--- src/rtl/bsg_chan_loopback_remap.sv ---
// bsg_chan_loopback_remap
//   Multi-channel loopback with a runtime-programmable output->input remap
//   table. Each output owns a small FIFO. In remap mode each input fans out
//   atomically to every output that maps to it. In pattern mode each output
//   FIFO is fed from its own free-running counter.
//   Optional input-stream checker: define BSG_CHAN_LOOPBACK_CHECK_EN to count
//   per-input sequence errors while in pattern mode.
module bsg_chan_loopback_remap #(
  parameter int unsigned channels_p = 4,
  parameter int unsigned width_p    = 8,
  parameter int unsigned els_p      = 4
) (
  input  logic                               clk_i,
  input  logic                               reset_n_i,
  input  logic [channels_p-1:0]              v_i,
  input  logic [channels_p*width_p-1:0]      data_i,
  output logic [channels_p-1:0]              ready_o,
  output logic [channels_p-1:0]              v_o,
  output logic [channels_p*width_p-1:0]      data_o,
  input  logic [channels_p-1:0]              yumi_i,
  input  logic                               cfg_v_i,
  input  logic [$clog2(channels_p)-1:0]      cfg_dst_i,
  input  logic [$clog2(channels_p)-1:0]      cfg_src_i,
  input  logic                               pat_en_i,
  output logic [channels_p*16-1:0]           err_cnt_o
);

  localparam int unsigned SelW = $clog2(channels_p);
  localparam int unsigned PtrW = $clog2(els_p);
  localparam int unsigned CntW = PtrW + 1;

`ifdef BSG_CHAN_LOOPBACK_CHECK_EN
  localparam bit CheckEn = 1'b1;
`else
  localparam bit CheckEn = 1'b0;
`endif

  logic [SelW-1:0]    map_q   [channels_p];
  logic [width_p-1:0] mem_q   [channels_p][els_p];
  logic [PtrW-1:0]    rptr_q  [channels_p];
  logic [PtrW-1:0]    wptr_q  [channels_p];
  logic [CntW-1:0]    cnt_q   [channels_p];
  logic [width_p-1:0] pc_q    [channels_p];

  logic [width_p-1:0]    in_data  [channels_p];
  logic [width_p-1:0]    enq_data [channels_p];
  logic [channels_p-1:0] full;
  logic [channels_p-1:0] empty;
  logic [channels_p-1:0] enq;
  logic [channels_p-1:0] deq;
  logic [channels_p-1:0] ready;

  // Unpack input bus and derive per-FIFO status.
  always_comb begin
    for (int c = 0; c < channels_p; c++) begin
      in_data[c] = data_i[c*width_p +: width_p];
      full[c]    = (cnt_q[c] == CntW'(els_p));
      empty[c]   = (cnt_q[c] == '0);
    end
  end

  // Input ready: in remap mode an input is ready only if every output that
  // sources it has room; an unmapped input is always ready and its data dropped.
  always_comb begin
    ready = '0;
    if (reset_n_i) begin
      if (pat_en_i) begin
        ready = CheckEn ? '1 : '0;
      end else begin
        for (int s = 0; s < channels_p; s++) begin
          ready[s] = 1'b1;
          for (int d = 0; d < channels_p; d++) begin
            if ((map_q[d] == SelW'(s)) && full[d]) ready[s] = 1'b0;
          end
        end
      end
    end
  end

  assign ready_o = ready;

  // Per-output enqueue/dequeue decisions using the current (pre-write) map.
  always_comb begin
    enq = '0;
    deq = '0;
    for (int d = 0; d < channels_p; d++) begin
      enq_data[d] = '0;
      if (pat_en_i) begin
        enq[d]      = ~full[d];
        enq_data[d] = pc_q[d];
      end else begin
        enq[d]      = v_i[map_q[d]] & ready[map_q[d]];
        enq_data[d] = in_data[map_q[d]];
      end
      deq[d] = yumi_i[d] & ~empty[d];
    end
  end

  // Output valid/data; data reads as zero whenever a FIFO is empty.
  always_comb begin
    data_o = '0;
    for (int d = 0; d < channels_p; d++) begin
      v_o[d] = ~empty[d];
      if (!empty[d]) data_o[d*width_p +: width_p] = mem_q[d][rptr_q[d]];
    end
  end

  // FIFO pointers/occupancy, pattern counters and remap table.
  always_ff @(posedge clk_i) begin
    if (!reset_n_i) begin
      for (int d = 0; d < channels_p; d++) begin
        rptr_q[d] <= '0;
        wptr_q[d] <= '0;
        cnt_q[d]  <= '0;
        map_q[d]  <= SelW'(d);
        pc_q[d]   <= width_p'(d);
      end
    end else begin
      for (int d = 0; d < channels_p; d++) begin
        if (enq[d]) begin
          mem_q[d][wptr_q[d]] <= enq_data[d];
          wptr_q[d]           <= wptr_q[d] + PtrW'(1);
        end
        if (deq[d]) rptr_q[d] <= rptr_q[d] + PtrW'(1);
        if (enq[d] && !deq[d]) begin
          cnt_q[d] <= cnt_q[d] + CntW'(1);
        end else if (!enq[d] && deq[d]) begin
          cnt_q[d] <= cnt_q[d] - CntW'(1);
        end
        if (pat_en_i && enq[d]) pc_q[d] <= pc_q[d] + width_p'(1);
      end
      if (cfg_v_i) map_q[cfg_dst_i] <= cfg_src_i;
    end
  end

`ifdef BSG_CHAN_LOOPBACK_CHECK_EN
  logic [width_p-1:0] exp_q [channels_p];
  logic [15:0]        err_q [channels_p];

  // Sequence checker: each accepted word should be the previous word + 1.
  always_ff @(posedge clk_i) begin
    if (!reset_n_i) begin
      for (int s = 0; s < channels_p; s++) begin
        exp_q[s] <= '0;
        err_q[s] <= '0;
      end
    end else if (pat_en_i) begin
      for (int s = 0; s < channels_p; s++) begin
        if (v_i[s] && ready[s]) begin
          if ((in_data[s] != exp_q[s]) && (err_q[s] != 16'hFFFF)) begin
            err_q[s] <= err_q[s] + 16'd1;
          end
          exp_q[s] <= in_data[s] + width_p'(1);
        end
      end
    end
  end

  // Pack error counters.
  always_comb begin
    for (int s = 0; s < channels_p; s++) err_cnt_o[s*16 +: 16] = err_q[s];
  end
`else
  assign err_cnt_o = '0;
`endif

endmodule

--- config.mk ---
export PLATFORM = sky130hd
export DESIGN_NAME = bsg_chan_loopback_remap
export DESIGN_NICKNAME = d
export VERILOG_FILES = /design/src/rtl/bsg_chan_loopback_remap.sv
export SDC_FILE = /design/constraint.sdc
export NUM_CORES = 1
export LEC_CHECK = 0
export BUFFER_PORTS_ARGS = -buffer_cell sky130_fd_sc_hd__buf_4
export CORE_ASPECT_RATIO = 1.5
export CORE_UTILIZATION = 30
export DETAILED_ROUTE_END_ITERATION = 10
export GPL_TIMING_DRIVEN = 0
export PLACE_DENSITY = 0.61
export SETUP_SLACK_MARGIN = 0.5
export SLEW_MARGIN = 20
export SYNTH_ARGS = -nofsm -noshare
export SYNTH_HDL_FRONTEND = slang
export SYNTH_SLANG_ARGS = --single-unit
--- constraint.sdc ---
create_clock -name clk_i -period 2.85 [get_ports clk_i]
set_input_delay 0.1425 -clock clk_i [delete_from_list [all_inputs] [get_ports clk_i]]
set_output_delay 0.1425 -clock clk_i [all_outputs]
set_load 0.01 [all_outputs]
==> summary.md <==
| Metric | Value |
|---|---|
| Failing checks | negative setup slack |
| Port Buf Inserts | 84 |
| Final setup fails | 4 |
| Row count | 85 |
| Sequential area share after synthesis | 0.537 |
| Depth of the most critical reg-to-reg path | 10 |
| Startpoint Class | flop |
| R2R Path End | cnt_q[2][2]$_SDFFCE_PN0P_ |
| Clock skew | 0.0124 ns |
| Root Driver | clkbuf_16 |
| Worst path top cell family by delay | simple AND/OR/NAND/NOR gates |
| Worst path bufs/invs | 0 |
| Most frequent cells in the layout | edfxtp_1 (196), buf_4 (182), nand2_1 (133), mux4_2 (65), conb_1 (64) |
| Switching Power | 3.21 mW |
| DRC | 0 |
| Final Max Tran Viols | 0 |
| Hold endpoint | map_q[0][1]$_SDFFCE_PN0P_ |
| DR iter-0 viols | 521 |
| Clock Path Buffers | 2 |
| Synthesized area | 0.0110 mm^2 |
| Vias | 7245 |
| Worst Hold Depth | 2 |
| Post-synth EDFFs | 196 |
| Reg clk slew, reported paths | 0.08 ns |
| Final hold violation count | 0 |
| Lkg Pwr | 5.24 nW |
| Die area | 0.0373 mm^2 |
| Die Span X | 158 um |
| Yosys reg bits | 196 |
| Initial antenna violation count | 1 |
| Initial Util | 0.305 |
| Kind of critical path | reg -> reg |
| Final WS setup | -0.161 ns |
| Vias per inst | 4.71 |
| Slowest CP cell | edfxtp_1 |
| Top FF cell, synth | edfxtp_1 |
| P_int | 6.62 mW |
| Area delta synth->final | 24.0% |
| Total GRT Usage | 0.151 |
| Switch share | 0.327 |
| Die height | 236 um |
| Share of synthesized flip-flops with an asynchronous set or reset | 0 |
| Maximum clock rate | 0.332 GHz |
| Total Wirelength | 27400 um |
| Largest stage delay on the critical path | 0.46 ns |
| VDD IR max | 442 uV |
| Vias in the first global route | 7092 |
| Status | finished, violations left |
| ANT nets after route | 0 |
| TritonRoute pass-1 iters | 4 |
| I/O pin total | 152 |
| TritonCTS clock tree | built |
| Final #Nets | 1119 |
| WL/cell | 17.8 um |
| RSZ-0062 raised after global routing | yes |
| Post-DP HPWL | 20400 um |
| Largest net degree at the start of global routing | 20 |
| Most common cell after layout, fill and taps aside | edfxtp_1 |
| CTS buffer count | 17 |
| GP Congestion | 0.879 |
| First-pass GRT wire length | 41200 um |
| RR Startpoint | cnt_q[1][1]$_SDFFCE_PN0P_ |
| Power per cell area | 723 mW/mm^2 |
| Rel. slew slack | 0.446 |
| Final worst path period share | 1.06 |
| H-tree levels | 4 |
| CTS sink count | 196 |
| Tmin final | 3.01 ns |
| Max-Cap Viols | 0 |
| Sequential Power Share | 0.401 |
| Critical-path cell list | or3b_4 > nor3_4 > nor3_2 > and4b_4 > nor4_4 > nand3_2 > fa_2 > xor2_1 > or3_2 > mux2i_1 |
| Tightest Hold Check Type | in -> reg |
| Worst Path Arrival | 3.32 ns |
| Core Area | 0.0359 mm^2 |
| Placed cells | 1470 |
| Hold_sp | cfg_dst_i[0] |
| CP Capture Type | flop |
| Post-synth cell types | 71 |
| Post-DP Area | 0.0125 mm^2 |
| Worst R2R Setup Slack | -0.16 ns |
| Non-Filler Instances | 1537 |
| Share of layout cells above drive strength 1 | 0.358 |
| Clk_lat worst skew | 0.46 ns |
| Final instance area | 0.0136 mm^2 |
| Syn Area/Cell | 13.0 um^2 |
| Syn. warnings | 0 |
| Worst slew pin tran | 0.831 ns |
| Total global routing overflow | 0 |
| Cell count after synthesis | 845 |
| Clk pwr share | 0.247 |
| Worst Path Max Fanout | 5 |
| Comb power frac | 0.352 |
| Data required time of the worst path | 3.16 ns |
## repair_timing
action,CTS,global route
hold endpoints to repair,3,0
resized for setup,50,13
hold buffers,2,0
endpoints found under the setup margin,224,230
pin swaps,21,13
setup buffers,22,10
## cells in the mapped netlist (5+ instances only)
library cell / instances / share of area
mux4_2: 65 / 0.13
nand2_1: 138 / 0.047
buf_1: 11 / 0.0038
buf_4: 67 / 0.046
o211ai_1: 6 / 0.0041
inv_1: 18 / 0.0062
or3_1: 5 / 0.0029
edfxtp_1: 196 / 0.54
mux2i_1: 5 / 0.0046
clkbuf_1: 19 / 0.0065
nor3_1: 7 / 0.0032
nor2_1: 48 / 0.016
nand2b_1: 7 / 0.0040
nor4_1: 5 / 0.0029
or2_2: 6 / 0.0034
and2_1: 35 / 0.020
nand3_1: 30 / 0.014
nand3b_1: 5 / 0.0034
ha_1: 23 / 0.026
and3_1: 34 / 0.019
buf_2: 5 / 0.0023
o21ai_0: 5 / 0.0023
a211oi_1: 6 / 0.0041
xnor2_1: 11 / 0.0088
xor2_1: 22 / 0.018
## worst reg2reg max path, delay by kind of cell, from the launching register on
family | cells | cell delay, ns
AND/OR/NAND/NOR | 7 | 1.73
flip-flops | 1 | 0.46
adder cells (fa/ha/maj) | 1 | 0.37
XOR/XNOR | 1 | 0.15
multiplexers | 1 | 0.15
## through the flow
step	setup WS [ns]	power [mW]	utilization	TNS, ns	hold slack (ns)
6_report	-0.161	9.82	0.378	-0.575	0.0404
5_1_grt	-0.281	10.3	0.378	-1.14	0.0400
4_1_cts	-0.202	9.82	0.375	-0.554	0.00951
3_5_place_dp	-0.573	7.14	0.349	-9.87	0.447
3_3_place_gp	-0.538	7.09	0.349	-6.15	0.439
2_1_floorplan	-0.108	5.98	-	-0.199	0.323
## state kept, by name, summed over array words and instances, names as in the netlist
name    cells
map_q       8
pc_q       32
wptr_q      8
cnt_q      12
rptr_q      8
mem_q     128
## cell type report
class	count	area, um^2
Antenna cell	1	2.50
Buffer	105	697
Clock buffer	18	429
Clock inverter	14	159
Fill cell	3565	22400
Inverter	19	71.3
Multi-Input combinational cell	588	4860
Sequential cell	196	5890
Tap cell	478	598
Timing Repair Buffer	118	895
## worst max path at each step
| stage | startpoint | to | slack [ns] | depth (start not counted) |
|---|---|---|---|---|
| after CTS | cnt_q[1][1]$_SDFFCE_PN0P_ | cnt_q[2][2]$_SDFFCE_PN0P_ | -0.20 | 10 |
| after global placement | cnt_q[2][0]$_SDFFCE_PN0P_ | cnt_q[2][1]$_SDFFCE_PN0P_ | -0.54 | 10 |
| final | cnt_q[1][1]$_SDFFCE_PN0P_ | cnt_q[2][2]$_SDFFCE_PN0P_ | -0.16 | 10 |
| after floorplan | cnt_q[2][0]$_SDFFCE_PN0P_ | cnt_q[2][1]$_SDFFCE_PN0P_ | -0.11 | 10 |
| after detailed placement | cnt_q[2][0]$_SDFFCE_PN0P_ | cnt_q[2][2]$_SDFFCE_PN0P_ | -0.57 | 10 |
| after global routing | cnt_q[1][1]$_SDFFCE_PN0P_ | cnt_q[2][1]$_SDFFCE_PN0P_ | -0.28 | 10 |
## power by group through the flow
| stage | clock, mW | combinational [mW] | sequential (mW) |
|---|---|---|---|
| global placement | 0 | 3.10 | 3.99 |
| detailed placement | 0 | 3.14 | 4.01 |
| global route | 2.56 | 3.77 | 3.98 |
| CTS | 2.48 | 3.40 | 3.94 |
| finish | 2.43 | 3.46 | 3.94 |
| floorplan | 0 | 2.06 | 3.93 |
## cell families after synthesis
kind of cell | synth area share
flops | 0.537
buf+inv | 0.0682
compound gates | 0.0276
xor+xnor | 0.0264
other cells | 0.000342
fa+ha+maj | 0.0317
simple gates | 0.166
mux | 0.143
## layer usage
layer / GRT usage / routed length, um / vias up / part of all wire
met5: 0 / 0 / - / 0
met4: 0.0571 / 623 / 0 / 0.023
met3: 0.0276 / 1180 / 39 / 0.043
met2: 0.265 / 14400 / 213 / 0.53
met1: 0.182 / 11200 / 3596 / 0.41
li1: - / - / 3397 / -
No activity file was read; power rests on OpenSTA's default activity.
